File: src/rtl/print_scheduler.sv
// Print output scheduler: buffers print requests in a small FIFO and presents
// each word on print_dados for at least HOLD_CYCLES cycles.
module print_scheduler #(
  parameter int DATA_W      = 32,
  parameter int DEPTH       = 4,
  parameter int HOLD_CYCLES = 50_000_000,
  parameter int CNT_W       = 26
) (
  input  logic              clk,
  input  logic              rst_n,
  input  logic              print_out,
  input  logic [DATA_W-1:0] Rs,
  output logic              stall,
  output logic [DATA_W-1:0] print_dados,
  output logic              new_value,
  output logic              busy,
  output logic [7:0]        print_count
);

  localparam int AW = $clog2(DEPTH);
  localparam logic [AW:0]      FULL_CNT  = (AW+1)'(DEPTH);
  localparam logic [CNT_W-1:0] HOLD_LOAD = CNT_W'(HOLD_CYCLES - 1);

  typedef enum logic {IDLE, HOLD} state_t;

  state_t            state_q;
  logic [DATA_W-1:0] mem_q [DEPTH];
  logic [AW-1:0]     wptr_q, rptr_q;
  logic [AW:0]       count_q, count_d;
  logic [CNT_W-1:0]  cnt_q;
  logic [DATA_W-1:0] dados_q;
  logic              new_value_q;
  logic [7:0]        print_count_q;
  logic              full, empty, push, pop;

  assign full  = (count_q == FULL_CNT);
  assign empty = (count_q == '0);
  // Full is the registered occupancy, so a same-cycle pop never frees room.
  assign push  = print_out && !full;
  assign pop   = !empty && ((state_q == IDLE) || (cnt_q == '0));

  assign stall       = print_out && full;
  assign busy        = (state_q == HOLD) || !empty;
  assign print_dados = dados_q;
  assign new_value   = new_value_q;
  assign print_count = print_count_q;

  always_comb begin
    count_d = count_q;
    case ({push, pop})
      2'b10:   count_d = count_q + 1'b1;
      2'b01:   count_d = count_q - 1'b1;
      default: count_d = count_q;
    endcase
  end

  always_ff @(posedge clk) begin
    if (push) mem_q[wptr_q] <= Rs;
  end

  always_ff @(posedge clk or negedge rst_n) begin
    if (!rst_n) begin
      wptr_q  <= '0;
      rptr_q  <= '0;
      count_q <= '0;
    end else begin
      if (push) wptr_q <= wptr_q + 1'b1;
      if (pop)  rptr_q <= rptr_q + 1'b1;
      count_q <= count_d;
    end
  end

  always_ff @(posedge clk or negedge rst_n) begin
    if (!rst_n) begin
      state_q       <= IDLE;
      cnt_q         <= '0;
      dados_q       <= '0;
      new_value_q   <= 1'b0;
      print_count_q <= 8'd0;
    end else begin
      new_value_q <= 1'b0;
      if (pop) begin
        dados_q       <= mem_q[rptr_q];
        new_value_q   <= 1'b1;
        print_count_q <= print_count_q + 8'd1;
        cnt_q         <= HOLD_LOAD;
        state_q       <= HOLD;
      end else if (state_q == HOLD) begin
        if (cnt_q != '0) cnt_q   <= cnt_q - 1'b1;
        else             state_q <= IDLE;
      end
    end
  end

endmodule

File: config.mk
export PLATFORM = sky130hd
export DESIGN_NAME = print_scheduler
export DESIGN_NICKNAME = d
export VERILOG_FILES = /design/src/rtl/print_scheduler.sv
export SDC_FILE = /design/constraint.sdc
export NUM_CORES = 1
export LEC_CHECK = 0
export CELL_PAD_IN_SITES_DETAIL_PLACEMENT = 0
export CELL_PAD_IN_SITES_GLOBAL_PLACEMENT = 2
export CORE_MARGIN = 2
export CORE_UTILIZATION = 45
export CTS_BUF_LIST = sky130_fd_sc_hd__clkbuf_8
export DETAILED_ROUTE_END_ITERATION = 10
export PLACE_DENSITY_LB_ADDON = 0.2
export SETUP_SLACK_MARGIN = 0.5
export SLEW_MARGIN = 40
export SYNTH_ARGS = -nofsm -noshare
export SYNTH_HDL_FRONTEND = slang
export SYNTH_SLANG_ARGS = --single-unit
File: constraint.sdc
create_clock -name clk -period 7.7 [get_ports clk]
set_clock_uncertainty 0.1 [all_clocks]
set_input_delay 0.77 -clock clk [delete_from_list [all_inputs] [get_ports clk]]
set_output_delay 0.77 -clock clk [all_outputs]
set_load 0.1 [all_outputs]
==> summary.txt <==
Synth
  – Mean post-synth cell area: 17.2 sq um
  – Synth area leader: edfxtp_1
  – Distinct cells, synth: 49
  – Flop and latch count out of synthesis: 203
  – Compound-Gate Fraction of Synth Area: 4.11%
  – Top-area cell type share of the netlist area: between 40% and 50%
  – Sequential share of the synthesized area: 70.4%
  – Number of synthesized flops with an enable pin: 128
  – Post-Syn Instances: 473
  – Main synth FF type: edfxtp_1
  – Ys async rst share: between 30% and 40%
  – Mux share of post-synthesis cell area: ~14%
  – Warnings, synthesis: 0
  – Synth top area cells: edfxtp_1 47%, dfrtp_1 23%, mux4_2 8.9%
  – Post-Synth Simple-Gate Area: 6.50%
  – Largest family of logic cells by synthesized area: multiplexers
  – Synth Net Count: 516
  – Post-Syn Area: roughly 8000 sq um
  – Post-Synth Adder-Cell Area: 1.32%
  – Post-synthesis xor/xnor area fraction: 1.82%

Global route
  – GR Layer Usage met1: a little under a quarter
  – GR Layer Usage met3: 4.40%
  – Global Route met2 Usage: 26.7%
  – GRT Total Usage: 16.8%
  – Largest net degree at the start of global routing: 42
  – First-pass GRT wire length: 25,200 microns
  – Initial antenna violation count: 1
  – Grt peak-use layer: met2
  – Vias in the first global route: 4,660
  – Total gr overflow: 0

Power and ir drop
  – Pwr Density: 296 nW/um^2
  – Leak Pwr: 3.60 nW
  – Overall power: roughly 0.0028 W
  – VDD IR max: 0.164 mV

Floorplanning
  – I/O pin cnt: 78
  – Core Area: 17,800 sq um
  – Die Y: 138 microns
  – Initial Util: a little under half
  – Die X-Extent: 138 microns
  – Standard-cell rows: 49
  – Die area: 19,100 sq um

Detailed routing
  – Vias per cell: approximately 5.4
  – DR pass1 iterations: 4
  – Drt initial violations: 234
  – DR WL/cell: 19.0 microns
  – DRC errors left: 0
  – Antenna-violating nets left: 0
  – Vias: 4,452
  – Total wire length: 15,700 microns

Clock tree
  – H-Tree Level Count: 2
  – CTS tree: built
  – Clock slew at reported path FFs: 0.06 ns
  – Clk Tree Root Cell: clkbuf_8
  – TritonCTS Buffers: 35
  – Postcts setup bufs: 0
  – Post_cts resized: 0
  – Clk_lat worst skew: 0.53 ns
  – CTS Hold Buffers Added: 0
  – Longest Clk Path Bufs: 3
  – Total clock sinks: 203

Worst setup path
  – Bufs and invs on worst path: 1
  – Critical path type: reg -> reg
  – Crit Path Max Fanout: 37
  – Reg2reg setup slack: 3.63 ns
  – Crit-path max cell delay: 0.64 ns
  – Crit start category: flop
  – Most frequent cell on the critical path: xor2_1
  – CP top delay family: simple AND/OR/NAND/NOR gates
  – Slowest cell on the critical path: or4_1
  – Worst path cell trace: or4_1, or3_1, o31a_4, nor2_8, ha_1, inv_1, fa_1, xor2_1, nor2_1, xor2_1
  – WP data arrival: 4.40 ns
  – Crit path required time: 8.03 ns
  – Crit path capture type: flop

Timing
  – Fin crit share: ~53%
  – Final TNS setup: 0 ns
  – Final hold vios: 0
  – Post-layout minimum cycle time: 4.07 ns
  – Max Clock Freq: 0.246 GHz
  – Worst Tran Pin Value: between 0.7 and 0.8 ns
  – Max-slew violations: 0
  – Worst slew margin: 49.4%
  – Fin Hold WS: 0.110 ns
  – RSZ-0062 raised after global routing: no
  – Setup violations, final: 0

Placed design
  – DPL Wire Length: 9100 microns
  – Cell count after placement: 762
  – Port buffer count: 77
  – Routability congestion estimate: roughly 0.74

Final layout
  – Ratio of cells with drive above 1 in the final layout: 28.6%
  – Filler cell count: 1,434
  – Final Util: 53.6%
  – Antenna cell count: 0
  – Area Growth Syn to Fin: 17.6%
  – Fin cells: 826
  – Nets: ~610

Worst hold path
  – Worst Hold Class: in -> async

Status
  – Outcome: complete, no violations

Flow run
  – Maxcap violations: 0
[final timing paths]
path,to,cells past startpoint,start
max reg2reg,count_q[2],10,cnt_q[12]
min reg2reg,print_count[7],1,print_count[7]
max,count_q[2],10,cnt_q[12]
max in group asynchronous,rptr_q[0],2,rst_n
min,cnt_q[25],1,rst_n
min in group clk,print_count[7],1,print_count[7]
[metal layers]
layer  vias to the layer above  routed length (microns)
met5                         -                       13
met4                         2                      296
met3                        30                      890
met2                       101                     7450
met1                      2269                     7090
li1                       2050                        -
[cell families (layout without fill, tap and decap cells)]
kind of cell               count (synthesis)  after routing
AOI/OAI and AO/OA                         46             46
xor gates and xnor gates                  16             16
adders and majority gates                  8              8
buffers and inverters                     35            159
DFF                                      203            203
muxes                                     69             69
and+or+nand+nor                           96             96
[cell usage after synthesis (8+ instances only)]
master,count
dfrtp_1,75
nor3_1,25
clkbuf_1,13
edfxtp_1,128
nor4_1,10
nand3_1,12
o21ai_0,14
inv_1,13
xnor2_1,8
mux4_2,32
mux2_2,33
nor2_1,15
[flip-flops by register name, indices dropped and copies added, names as in the netlist]
signal       cells
print_count      8
new_value        1
wptr_q           2
state_q          1
print_dados     32
mem_q          128
count_q          3
cnt_q           26
rptr_q           2
[cell usage in the layout (no fill, tap or decap), types with 6 or more instances in the layout]
master / synthesis / layout
a21oi_1: 7 / 7
buf_2: 4 / 43
clkbuf_8: 0 / 38
clkdlybuf4s50_1: 0 / 33
clkinv_1: 0 / 6
dfrtp_1: 75 / 73
edfxtp_1: 128 / 128
ha_1: 7 / 7
inv_1: 13 / 28
mux2_2: 33 / 33
mux4_2: 32 / 32
nand2_1: 6 / 6
nand3_1: 12 / 12
nor2_1: 15 / 14
nor3_1: 25 / 25
nor4_1: 10 / 10
o21ai_0: 14 / 14
or3_1: 6 / 6
xnor2_1: 8 / 8
xor2_1: 7 / 7
[where the power goes]
group          internal (W)  switching [W]  leakage, nW
combinational      0.000171       0.000310         1.16
sequential          0.00137       0.000100         2.06
clock              0.000456       0.000421        0.379
[layout make-up]
| type | instances | area (sq um) | share of cell area [%] |
|---|---|---|---|
| Clock inverter | 26 | 110 | 1.15 |
| Sequential cell | 203 | 5730 | 59.9 |
| Tap cell | 229 | 287 | 3.00 |
| Timing Repair Buffer | 82 | 598 | 6.26 |
| Inverter | 13 | 48.8 | 0.511 |
| Multi-Input combinational cell | 235 | 2260 | 23.7 |
| Clock buffer | 38 | 523 | 5.47 |
[stage by stage]
stage / worst slack [ns] / cell area, sq um
final: 3.63 / 9550
after global routing: 3.39 / 9550
after CTS: 3.59 / 9550
after detailed placement: 3.62 / 8920
after global placement: 3.68 / 9100
after floorplan: 4.32 / 8130
Power figures use the tool's default switching activity.
